`src/rtl/mips_ctrl_pkg.sv`:
```
// Shared encodings for the multicycle MIPS main control FSM.
package mips_ctrl_pkg;

  localparam int unsigned STATE_W = 4;

  localparam logic [5:0] OP_RTYPE = 6'b000000;
  localparam logic [5:0] OP_LW    = 6'b100011;
  localparam logic [5:0] OP_SW    = 6'b101011;
  localparam logic [5:0] OP_BEQ   = 6'b000100;
  localparam logic [5:0] OP_J     = 6'b000010;
  localparam logic [5:0] OP_ADDI  = 6'b001000;

  typedef enum logic [STATE_W-1:0] {
    S_FETCH  = 4'd0,
    S_DECODE = 4'd1,
    S_MEMADR = 4'd2,
    S_MEMRD  = 4'd3,
    S_MEMWB  = 4'd4,
    S_MEMWR  = 4'd5,
    S_EXEC   = 4'd6,
    S_RWB    = 4'd7,
    S_BRANCH = 4'd8,
    S_JUMP   = 4'd9,
    S_ADDIEX = 4'd10,
    S_ADDIWB = 4'd11
  } state_t;

  localparam logic [1:0] SRCB_B       = 2'b00;
  localparam logic [1:0] SRCB_FOUR    = 2'b01;
  localparam logic [1:0] SRCB_IMM     = 2'b10;
  localparam logic [1:0] SRCB_IMM_SH2 = 2'b11;

  localparam logic [1:0] ALUOP_ADD   = 2'b00;
  localparam logic [1:0] ALUOP_SUB   = 2'b01;
  localparam logic [1:0] ALUOP_FUNCT = 2'b10;

  localparam logic [1:0] PCSRC_ALU    = 2'b00;
  localparam logic [1:0] PCSRC_ALUOUT = 2'b01;
  localparam logic [1:0] PCSRC_JUMP   = 2'b10;

  typedef struct packed {
    logic       ir_write;
    logic       pc_write;
    logic       pc_write_cond;
    logic       iord;
    logic       mem_read;
    logic       mem_write;
    logic       mem_to_reg;
    logic       reg_dst;
    logic       reg_write;
    logic       alu_src_a;
    logic [1:0] alu_src_b;
    logic [1:0] alu_op;
    logic [1:0] pc_source;
  } ctrl_t;

  function automatic logic is_known_op(input logic [5:0] op);
    case (op)
      OP_RTYPE, OP_LW, OP_SW, OP_BEQ, OP_J, OP_ADDI: is_known_op = 1'b1;
      default:                                       is_known_op = 1'b0;
    endcase
  endfunction

endpackage

```
`src/rtl/mc_ctrl_fsm_if.sv`:
```
// Control bundle between the main control FSM (master) and the datapath (slave).
interface mc_ctrl_fsm_if;
  logic [5:0] opcode;
  logic       zero;
  logic       mem_ready;
  logic       IRWrite;
  logic       PCWrite;
  logic       PCWriteCond;
  logic       IorD;
  logic       MemRead;
  logic       MemWrite;
  logic       MemtoReg;
  logic       RegDst;
  logic       RegWrite;
  logic       ALUSrcA;
  logic [1:0] ALUSrcB;
  logic [1:0] ALUOp;
  logic [1:0] PCSource;
  logic       illegal_op;
  logic       mem_timeout;
  logic [3:0] state;

  modport master (
    input  opcode, zero, mem_ready,
    output IRWrite, PCWrite, PCWriteCond, IorD, MemRead, MemWrite, MemtoReg,
           RegDst, RegWrite, ALUSrcA, ALUSrcB, ALUOp, PCSource, illegal_op,
           mem_timeout, state
  );

  modport slave (
    output opcode, zero, mem_ready,
    input  IRWrite, PCWrite, PCWriteCond, IorD, MemRead, MemWrite, MemtoReg,
           RegDst, RegWrite, ALUSrcA, ALUSrcB, ALUOp, PCSource, illegal_op,
           mem_timeout, state
  );
endinterface

```
`src/rtl/mc_ctrl_decode.sv`:
```
// Pure state -> datapath strobe table; only the fetch strobes depend on mem_ready.
module mc_ctrl_decode
  import mips_ctrl_pkg::*;
(
  input  state_t state,
  input  logic   mem_ready,
  output ctrl_t  ctrl
);

  // Moore strobe decode; every strobe not named in a state stays 0.
  always_comb begin
    ctrl = '0;
    unique case (state)
      S_FETCH: begin
        ctrl.mem_read  = 1'b1;
        ctrl.alu_src_b = SRCB_FOUR;
        ctrl.alu_op    = ALUOP_ADD;
        ctrl.pc_source = PCSRC_ALU;
        ctrl.ir_write  = mem_ready;
        ctrl.pc_write  = mem_ready;
      end
      S_DECODE: begin
        ctrl.alu_src_b = SRCB_IMM_SH2;
        ctrl.alu_op    = ALUOP_ADD;
      end
      S_MEMADR: begin
        ctrl.alu_src_a = 1'b1;
        ctrl.alu_src_b = SRCB_IMM;
        ctrl.alu_op    = ALUOP_ADD;
      end
      S_MEMRD: begin
        ctrl.mem_read = 1'b1;
        ctrl.iord     = 1'b1;
      end
      S_MEMWB: begin
        ctrl.reg_write  = 1'b1;
        ctrl.mem_to_reg = 1'b1;
      end
      S_MEMWR: begin
        ctrl.mem_write = 1'b1;
        ctrl.iord      = 1'b1;
      end
      S_EXEC: begin
        ctrl.alu_src_a = 1'b1;
        ctrl.alu_src_b = SRCB_B;
        ctrl.alu_op    = ALUOP_FUNCT;
      end
      S_RWB: begin
        ctrl.reg_write = 1'b1;
        ctrl.reg_dst   = 1'b1;
      end
      S_BRANCH: begin
        ctrl.alu_src_a     = 1'b1;
        ctrl.alu_src_b     = SRCB_B;
        ctrl.alu_op        = ALUOP_SUB;
        ctrl.pc_write_cond = 1'b1;
        ctrl.pc_source     = PCSRC_ALUOUT;
      end
      S_JUMP: begin
        ctrl.pc_write  = 1'b1;
        ctrl.pc_source = PCSRC_JUMP;
      end
      S_ADDIEX: begin
        ctrl.alu_src_a = 1'b1;
        ctrl.alu_src_b = SRCB_IMM;
        ctrl.alu_op    = ALUOP_ADD;
      end
      S_ADDIWB: begin
        ctrl.reg_write = 1'b1;
      end
      default: ;
    endcase
  end

endmodule

```
`src/rtl/mc_ctrl_fsm.sv`:
```
// Multicycle MIPS main control FSM: state register, next-state, memory wait watchdog.
module mc_ctrl_fsm
  import mips_ctrl_pkg::*;
#(
  parameter int unsigned MEM_WAIT_MAX = 16,
  parameter int unsigned SW           = 4
) (
  input logic         clk,
  input logic         rst,
  mc_ctrl_fsm_if.master bus
);

  localparam int unsigned CW = (MEM_WAIT_MAX == 0) ? 1 : $clog2(MEM_WAIT_MAX + 1);
  localparam logic [CW-1:0] WAIT_LIMIT = CW'(MEM_WAIT_MAX);

  state_t        state_q;
  logic [CW-1:0] wait_cnt;
  logic          timeout_q;
  logic          waiting;
  ctrl_t         ctrl;
  ctrl_t         ctrl_g;
  logic          illegal;

  assign waiting = (state_q == S_FETCH) || (state_q == S_MEMRD) || (state_q == S_MEMWR);
  assign illegal = (state_q == S_DECODE) && !is_known_op(bus.opcode);

  mc_ctrl_decode u_decode (
    .state     (state_q),
    .mem_ready (bus.mem_ready),
    .ctrl      (ctrl)
  );

  // State register, next-state selection and saturating wait counter with one-shot timeout.
  always_ff @(posedge clk) begin
    if (rst) begin
      state_q   <= S_FETCH;
      wait_cnt  <= '0;
      timeout_q <= 1'b0;
    end else begin
      timeout_q <= 1'b0;
      unique case (state_q)
        S_FETCH:  if (bus.mem_ready) state_q <= S_DECODE;
        S_DECODE: begin
          unique case (bus.opcode)
            OP_LW, OP_SW: state_q <= S_MEMADR;
            OP_RTYPE:     state_q <= S_EXEC;
            OP_BEQ:       state_q <= S_BRANCH;
            OP_J:         state_q <= S_JUMP;
            OP_ADDI:      state_q <= S_ADDIEX;
            default:      state_q <= S_FETCH;
          endcase
        end
        S_MEMADR: begin
          if (bus.opcode == OP_LW)      state_q <= S_MEMRD;
          else if (bus.opcode == OP_SW) state_q <= S_MEMWR;
          else                          state_q <= S_FETCH;
        end
        S_MEMRD:  if (bus.mem_ready) state_q <= S_MEMWB;
        S_MEMWB:  state_q <= S_FETCH;
        S_MEMWR:  if (bus.mem_ready) state_q <= S_FETCH;
        S_EXEC:   state_q <= S_RWB;
        S_RWB:    state_q <= S_FETCH;
        S_BRANCH: state_q <= S_FETCH;
        S_JUMP:   state_q <= S_FETCH;
        S_ADDIEX: state_q <= S_ADDIWB;
        S_ADDIWB: state_q <= S_FETCH;
        default:  state_q <= S_FETCH;
      endcase

      // Counter clears whenever the FSM is not stalled; at the limit it stops, so the pulse fires once.
      if (waiting && !bus.mem_ready) begin
        if (MEM_WAIT_MAX != 0 && wait_cnt != WAIT_LIMIT) begin
          wait_cnt <= wait_cnt + CW'(1);
          if (wait_cnt == WAIT_LIMIT - CW'(1)) timeout_q <= 1'b1;
        end
      end else begin
        wait_cnt <= '0;
      end
    end
  end

  // Reset masks every output so an abandoned access cannot leak a strobe.
  always_comb begin
    ctrl_g = rst ? '0 : ctrl;
  end

  assign bus.IRWrite     = ctrl_g.ir_write;
  assign bus.PCWrite     = ctrl_g.pc_write;
  assign bus.PCWriteCond = ctrl_g.pc_write_cond;
  assign bus.IorD        = ctrl_g.iord;
  assign bus.MemRead     = ctrl_g.mem_read;
  assign bus.MemWrite    = ctrl_g.mem_write;
  assign bus.MemtoReg    = ctrl_g.mem_to_reg;
  assign bus.RegDst      = ctrl_g.reg_dst;
  assign bus.RegWrite    = ctrl_g.reg_write;
  assign bus.ALUSrcA     = ctrl_g.alu_src_a;
  assign bus.ALUSrcB     = ctrl_g.alu_src_b;
  assign bus.ALUOp       = ctrl_g.alu_op;
  assign bus.PCSource    = ctrl_g.pc_source;
  assign bus.illegal_op  = illegal && !rst;
  assign bus.mem_timeout = timeout_q && !rst;
  assign bus.state       = rst ? '0 : SW'(state_q);

endmodule
```
`src/flat_wrapper.sv`:
```
// flat-port wrapper written by rule: the top's interface ports become plain ports
module mc_ctrl_fsm_flat import mips_ctrl_pkg::*;
#(
  parameter int unsigned MEM_WAIT_MAX = 16,
  parameter int unsigned SW           = 4
)
  (clk, rst, bus_opcode, bus_zero, bus_mem_ready, bus_IRWrite, bus_PCWrite, bus_PCWriteCond, bus_IorD, bus_MemRead, bus_MemWrite, bus_MemtoReg, bus_RegDst, bus_RegWrite, bus_ALUSrcA, bus_ALUSrcB, bus_ALUOp, bus_PCSource, bus_illegal_op, bus_mem_timeout, bus_state);
  mc_ctrl_fsm_if bus_i ();
  input logic clk;
  input logic rst;
  input wire logic [$bits(bus_i.opcode)-1:0] bus_opcode;
  input wire logic [$bits(bus_i.zero)-1:0] bus_zero;
  input wire logic [$bits(bus_i.mem_ready)-1:0] bus_mem_ready;
  output wire logic [$bits(bus_i.IRWrite)-1:0] bus_IRWrite;
  output wire logic [$bits(bus_i.PCWrite)-1:0] bus_PCWrite;
  output wire logic [$bits(bus_i.PCWriteCond)-1:0] bus_PCWriteCond;
  output wire logic [$bits(bus_i.IorD)-1:0] bus_IorD;
  output wire logic [$bits(bus_i.MemRead)-1:0] bus_MemRead;
  output wire logic [$bits(bus_i.MemWrite)-1:0] bus_MemWrite;
  output wire logic [$bits(bus_i.MemtoReg)-1:0] bus_MemtoReg;
  output wire logic [$bits(bus_i.RegDst)-1:0] bus_RegDst;
  output wire logic [$bits(bus_i.RegWrite)-1:0] bus_RegWrite;
  output wire logic [$bits(bus_i.ALUSrcA)-1:0] bus_ALUSrcA;
  output wire logic [$bits(bus_i.ALUSrcB)-1:0] bus_ALUSrcB;
  output wire logic [$bits(bus_i.ALUOp)-1:0] bus_ALUOp;
  output wire logic [$bits(bus_i.PCSource)-1:0] bus_PCSource;
  output wire logic [$bits(bus_i.illegal_op)-1:0] bus_illegal_op;
  output wire logic [$bits(bus_i.mem_timeout)-1:0] bus_mem_timeout;
  output wire logic [$bits(bus_i.state)-1:0] bus_state;
  assign bus_i.opcode = bus_opcode;
  assign bus_i.zero = bus_zero;
  assign bus_i.mem_ready = bus_mem_ready;
  assign bus_IRWrite = bus_i.IRWrite;
  assign bus_PCWrite = bus_i.PCWrite;
  assign bus_PCWriteCond = bus_i.PCWriteCond;
  assign bus_IorD = bus_i.IorD;
  assign bus_MemRead = bus_i.MemRead;
  assign bus_MemWrite = bus_i.MemWrite;
  assign bus_MemtoReg = bus_i.MemtoReg;
  assign bus_RegDst = bus_i.RegDst;
  assign bus_RegWrite = bus_i.RegWrite;
  assign bus_ALUSrcA = bus_i.ALUSrcA;
  assign bus_ALUSrcB = bus_i.ALUSrcB;
  assign bus_ALUOp = bus_i.ALUOp;
  assign bus_PCSource = bus_i.PCSource;
  assign bus_illegal_op = bus_i.illegal_op;
  assign bus_mem_timeout = bus_i.mem_timeout;
  assign bus_state = bus_i.state;
  mc_ctrl_fsm #(.MEM_WAIT_MAX(MEM_WAIT_MAX), .SW(SW)) u_core (.clk(clk), .rst(rst), .bus(bus_i));
endmodule
```
`config.mk`:
```
export PLATFORM = sky130hd
export DESIGN_NAME = mc_ctrl_fsm_flat
export DESIGN_NICKNAME = d
export VERILOG_FILES = /design/src/rtl/mips_ctrl_pkg.sv /design/src/rtl/mc_ctrl_fsm_if.sv /design/src/rtl/mc_ctrl_decode.sv /design/src/rtl/mc_ctrl_fsm.sv /design/src/flat_wrapper.sv
export SDC_FILE = /design/constraint.sdc
export NUM_CORES = 1
export LEC_CHECK = 0
export ABC_AREA = 1
export CORE_UTILIZATION = 41
export CTS_BUF_LIST = sky130_fd_sc_hd__clkbuf_16
export DETAILED_ROUTE_END_ITERATION = 10
export DONT_BUFFER_PORTS = 1
export GPL_TIMING_DRIVEN = 0
export PLACE_DENSITY = 0.55
export SLEW_MARGIN = 20
export SYNTH_ARGS = -nofsm -noshare
export SYNTH_HDL_FRONTEND = slang
export SYNTH_SLANG_ARGS = --single-unit
export TNS_END_PERCENT = 20
```
`constraint.sdc`:
```
create_clock -name clk -period 2.1 [get_ports clk]
set_input_delay 0.21 -clock clk [delete_from_list [all_inputs] [get_ports clk]]
set_output_delay 0.21 -clock clk [all_outputs]
set_load 0.05 [all_outputs]
```
==> impl_table.tex <==
\begin{tabular}{lr}
\hline
Metric & Value \\
\hline
\multicolumn{2}{l}{\textbf{STA}} \\
\quad Minimum clock period & 2.11 ns \\
\quad Final-report hold violation count & 0 \\
\quad Remaining max-slew budget at the tightest pin & 40.6\% \\
\quad Worst slew pin tran & 0.888 ns \\
\quad RSZ-0062 raised after global routing & true \\
\quad Largest clock skew in the final design & 0.000818 ns \\
\quad Fraction of the cycle the final worst path needs & 100\% \\
\quad Highest Clock Rate & 475 MHz \\
\quad Max-slew violation count & 0 \\
\quad Final-report setup violation count & 1 \\
\quad Final critical-path setup slack & -0.00543 ns \\
\multicolumn{2}{l}{\textbf{Worst setup path}} \\
\quad Category of the most critical setup path & reg -> out \\
\quad Terminus of the critical flop-to-flop path & u\_core.state\_q[2] \\
\quad Worst endpoint required time & 1.89 ns \\
\quad Critical path's top delay family & simple AND/OR/NAND/NOR gates \\
\quad Worst reg2reg startpoint & u\_core.state\_q[0] \\
\quad Longest individual stage delay on the worst path & 0.45 ns \\
\quad Crit path buffers/inverters & 0 \\
\quad Kind of capture point of the worst setup path & output port \\
\quad Type of element launching the critical path & flop \\
\quad Max Fanout on Critical Path & 8 \\
\quad Critical Path AT & 1.90 ns \\
\quad Crit path depth & 5 \\
\quad Critical Path Slowest Stage Cell & sky130\_fd\_sc\_hd\_\_nor3\_4 \\
\quad R2R Setup Slk & 0.83 ns \\
\quad Cell Chain, Critical Path & nor2\_4, nand2\_1, nor2\_4, nand2\_1, nor3\_4 \\
\quad Register-to-Register Path Depth & 8 \\
\quad Worst setup path startpoint & u\_core.state\_q[2] \\
\multicolumn{2}{l}{\textbf{Placed design}} \\
\quad Port-buffer cells & 0 \\
\quad Pre-CTS worst setup slack & -0.185 ns \\
\quad Post-detail-place hpwl & 1640 µm \\
\quad Post-Place Cell Area & 928 µm² \\
\quad Last weighted congestion value of the routability-driven placer & 0.840 \\
\multicolumn{2}{l}{\textbf{Min path}} \\
\quad Worst hold-check path type & in -> reg \\
\quad Worst Min Path Start & rst \\
\quad Min-Delay Endpoint & u\_core.wait\_cnt[2] \\
\quad Number of cells on the worst hold path & 3 \\
\multicolumn{2}{l}{\textbf{Clocking}} \\
\quad Post-CTS Setup Bufs & 0 \\
\quad Total of hold buffers inserted after clock tree synthesis & 0 \\
\quad Maximum level of the CTS H-tree & 1 \\
\quad \# clock sinks & 10 \\
\quad Clock-pin slew reported for the worst setup and hold paths after clock tree synthesis & 0.04 ns \\
\quad Library cell used as clock root buffer & sky130\_fd\_sc\_hd\_\_clkbuf\_16 \\
\quad Insertion delay of the later-clocked pin in the worst-skew pair & 0.23 ns \\
\quad Worst-case clock buffer depth & 2 \\
\quad Number of buffers created by CTS & 3 \\
\quad Clock tree from TritonCTS & yes \\
\multicolumn{2}{l}{\textbf{Power}} \\
\quad Overall power of the completed layout & 679 µW \\
\quad Internal Pwr Total & 477 µW \\
\quad Combinational cell fraction of total power & 22.3\% \\
\quad Cell leakage power & 0.497 nW \\
\quad Switching Share & 29.8\% \\
\quad Peak supply drop & 733 µV \\
\quad Portion of total power attributed to sequential cells & 30.1\% \\
\quad Reported net switching power & 202 µW \\
\quad Part of the power in the clock network & 47.6\% \\
\quad Power Density & 647 nW/µm² \\
\multicolumn{2}{l}{\textbf{Yosys}} \\
\quad Net Count, Synth & 171 \\
\quad Synthesized instance count & 158 \\
\quad Fraction of the yosys area taken by sequential cells & 22.7\% \\
\quad Post-synthesis register bit count & 10 \\
\quad Mean Syn Cell Area & 5.58 µm² \\
\quad Number of distinct library cell variants in the gate-level netlist after synthesis & 22 \\
\quad Largest area contributor in the netlist & sky130\_fd\_sc\_hd\_\_dfxtp\_1 \\
\quad Yosys warns & 0 \\
\quad Area of the mapped netlist & 882 µm² \\
\quad Area share of the largest cell type after synthesis & 22.7\% \\
\quad Ranking of synthesized cells by area & sky130\_fd\_sc\_hd\_\_dfxtp\_1 23\%, sky130\_fd\_sc\_hd\_\_nand2\_1 20\%, sky130\_fd\_sc\_hd\_\_nor2\_1 14\% \\
\multicolumn{2}{l}{\textbf{Drt}} \\
\quad DR iter-0 viols & 17 \\
\quad DR pass1 iterations & 4 \\
\quad DRC viols & 0 \\
\quad Post-route antenna net violation count & 0 \\
\quad Total Routed Length & 2010 µm \\
\quad Average wire length per cell after detail routing & 10.7 µm \\
\quad Vias after detailed routing & 934 \\
\quad Via/cell ratio & 4.97 \\
\multicolumn{2}{l}{\textbf{Run}} \\
\quad Max capacitance violation total & 0 \\
\multicolumn{2}{l}{\textbf{Finish}} \\
\quad Area growth syn-to-layout & 19.0\% \\
\quad Ratio of cells with drive above 1 in the final layout & 16.1\% \\
\quad Final Cell Area & 1050 µm² \\
\quad Final core utilization & 52.4\% \\
\quad Count of inserted antenna diode cells & 0 \\
\quad Number of nets in the finished design & 176 \\
\multicolumn{2}{l}{\textbf{Die}} \\
\quad Number of standard-cell rows in the floorplan & 16 \\
\quad Die H & 48.4 µm \\
\quad Number of top-level design ports & 32 \\
\quad DIE WIDTH & 48.4 µm \\
\quad Effective utilization at floorplan & 44.1\% \\
\quad Core area & 2000 µm² \\
\quad Area enclosed by the die boundary & 2340 µm² \\
\multicolumn{2}{l}{\textbf{GRT}} \\
\quad Vias in the first global route & 832 \\
\quad Number of antenna violations at the first check in global routing & 0 \\
\quad Largest net degree at the start of global routing & 11 \\
\quad Overflow after GRT & 0 \\
\quad Gr usage total & 19.3\% \\
\quad Wire length of the first global-routing pass & 3510 µm \\
\multicolumn{2}{l}{\textbf{Outcome}} \\
\quad Violated checks & setup timing \\
\quad Outcome & complete, but fails checks \\
\hline
\end{tabular}
==> worst max path at each step <==
| stage | end | slack (ns) |
|---|---|---|
| finish | bus_illegal_op | -0.005 |
| global route | bus_illegal_op | -0.1 |
| CTS | bus_illegal_op | -0.08 |
| detailed placement | bus_illegal_op | -0.18 |
| global placement | bus_illegal_op | -0.18 |
| floorplan | bus_illegal_op | 0.007 |
==> synthesized netlist by cell type <==
library cell               number
sky130_fd_sc_hd__nand3b_1       1
sky130_fd_sc_hd__and3_1         1
sky130_fd_sc_hd__o21ai_0        2
sky130_fd_sc_hd__nand4_1        2
sky130_fd_sc_hd__nor2_4         3
sky130_fd_sc_hd__a31oi_1        1
sky130_fd_sc_hd__nand3_2        1
sky130_fd_sc_hd__nand3_1       10
sky130_fd_sc_hd__xor2_1         1
sky130_fd_sc_hd__inv_2          1
sky130_fd_sc_hd__nor3_1         2
sky130_fd_sc_hd__nor2_2         1
sky130_fd_sc_hd__dfxtp_1       10
sky130_fd_sc_hd__ha_1           3
sky130_fd_sc_hd__a21oi_1        9
sky130_fd_sc_hd__nor2_1        33
sky130_fd_sc_hd__xnor2_1        1
sky130_fd_sc_hd__nand2_1       46
sky130_fd_sc_hd__inv_1         22
sky130_fd_sc_hd__clkbuf_1       2
sky130_fd_sc_hd__nand2_2        5
sky130_fd_sc_hd__buf_4          1
==> sequential cells by signal (all words and copies together), names as in the netlist <==
signal	cells
u_core.state_q	4
u_core.timeout_q	1
u_core.wait_cnt	5
==> per-stage QoR <==
stage                     hold slack (ns)  setup TNS, ns  std cells
after floorplan                     0.362              0        158
after global placement              0.374         -0.182        185
after detailed placement            0.381         -0.185        185
after CTS                           0.138        -0.0769        188
after global routing                0.151        -0.0972        188
final                               0.138       -0.00543        188
==> layout by cell type (no fill, tap or decap) <==
| cell type | synthesis | layout |
|---|---|---|
| sky130_fd_sc_hd__nor2_1 | 33 | 30 |
| sky130_fd_sc_hd__a21oi_2 | 0 | 5 |
| sky130_fd_sc_hd__xnor2_1 | 1 | 1 |
| sky130_fd_sc_hd__nand3_2 | 1 | 1 |
| sky130_fd_sc_hd__buf_4 | 1 | 1 |
| sky130_fd_sc_hd__inv_1 | 22 | 22 |
| sky130_fd_sc_hd__o21ai_0 | 2 | 2 |
| sky130_fd_sc_hd__xor2_1 | 1 | 1 |
| sky130_fd_sc_hd__nand2_2 | 5 | 5 |
| sky130_fd_sc_hd__nand3b_1 | 1 | 1 |
| sky130_fd_sc_hd__nor2_2 | 1 | 2 |
| sky130_fd_sc_hd__nor3_4 | 0 | 1 |
| sky130_fd_sc_hd__and3_1 | 1 | 1 |
| sky130_fd_sc_hd__inv_2 | 1 | 1 |
| sky130_fd_sc_hd__clkbuf_1 | 2 | 2 |
| sky130_fd_sc_hd__nor3_2 | 0 | 1 |
| sky130_fd_sc_hd__nand4_1 | 2 | 2 |
| sky130_fd_sc_hd__clkbuf_16 | 0 | 3 |
| sky130_fd_sc_hd__ha_1 | 3 | 3 |
| sky130_fd_sc_hd__nand3_1 | 10 | 10 |
| sky130_fd_sc_hd__nand2_1 | 46 | 46 |
| sky130_fd_sc_hd__nor2_4 | 3 | 5 |
| sky130_fd_sc_hd__dfxtp_1 | 10 | 10 |
| sky130_fd_sc_hd__a21oi_1 | 9 | 4 |
| sky130_fd_sc_hd__a31oi_2 | 0 | 1 |
==> kinds of logic after synthesis <==
kind of cell,after synthesis,share of synthesized area (%)
buffers and inverters,26,11.5
AND/OR/NAND/NOR,105,52.6
XOR/XNOR,2,1.99
AO/OA/AOI/OAI,12,6.95
adder cells (fa/ha/maj),3,4.26
flip-flops,10,22.7
==> routing by layer <==
layer | routed length, µm | vias up | track usage [%] | part of all wire [%]
met5 | 0 | - | 0 | 0
met4 | 21 | 0 | 6.37 | 1.0
met3 | 117 | 2 | 6.92 | 5.8
met1 | 959 | 409 | 24.6 | 48
li1 | - | 493 | - | -
met2 | 907 | 30 | 30.3 | 45
==> worst min-delay path: cells and delay by family <==
kind | cells | cell delay (ns)
and+or+nand+nor | 3 | 0.11
==> cell type report <==
class / instances / area [µm²]
clock buffer: 3 / 75.1
multi-input combinational: 122 / 639
fill: 230 / 952
buffer: 3 / 15.0
tap: 27 / 33.8
sequential: 10 / 200
inverter: 23 / 86.3
==> power by group through the flow <==
stage,Clock [mW],Combinational [mW],Sequential [mW]
global placement,0,0.143,0.207
floorplan,0,0.127,0.206
CTS,0.329,0.149,0.204
detailed placement,0,0.144,0.207
global route,0.340,0.167,0.205
finish,0.323,0.152,0.204
==> timing repair <==
action,CTS,global route
pin swaps,1,1
endpoints found under the setup margin,4,7
gates resized for setup,5,6
hold endpoints to repair,0,0
Power figures use the tool's default switching activity.
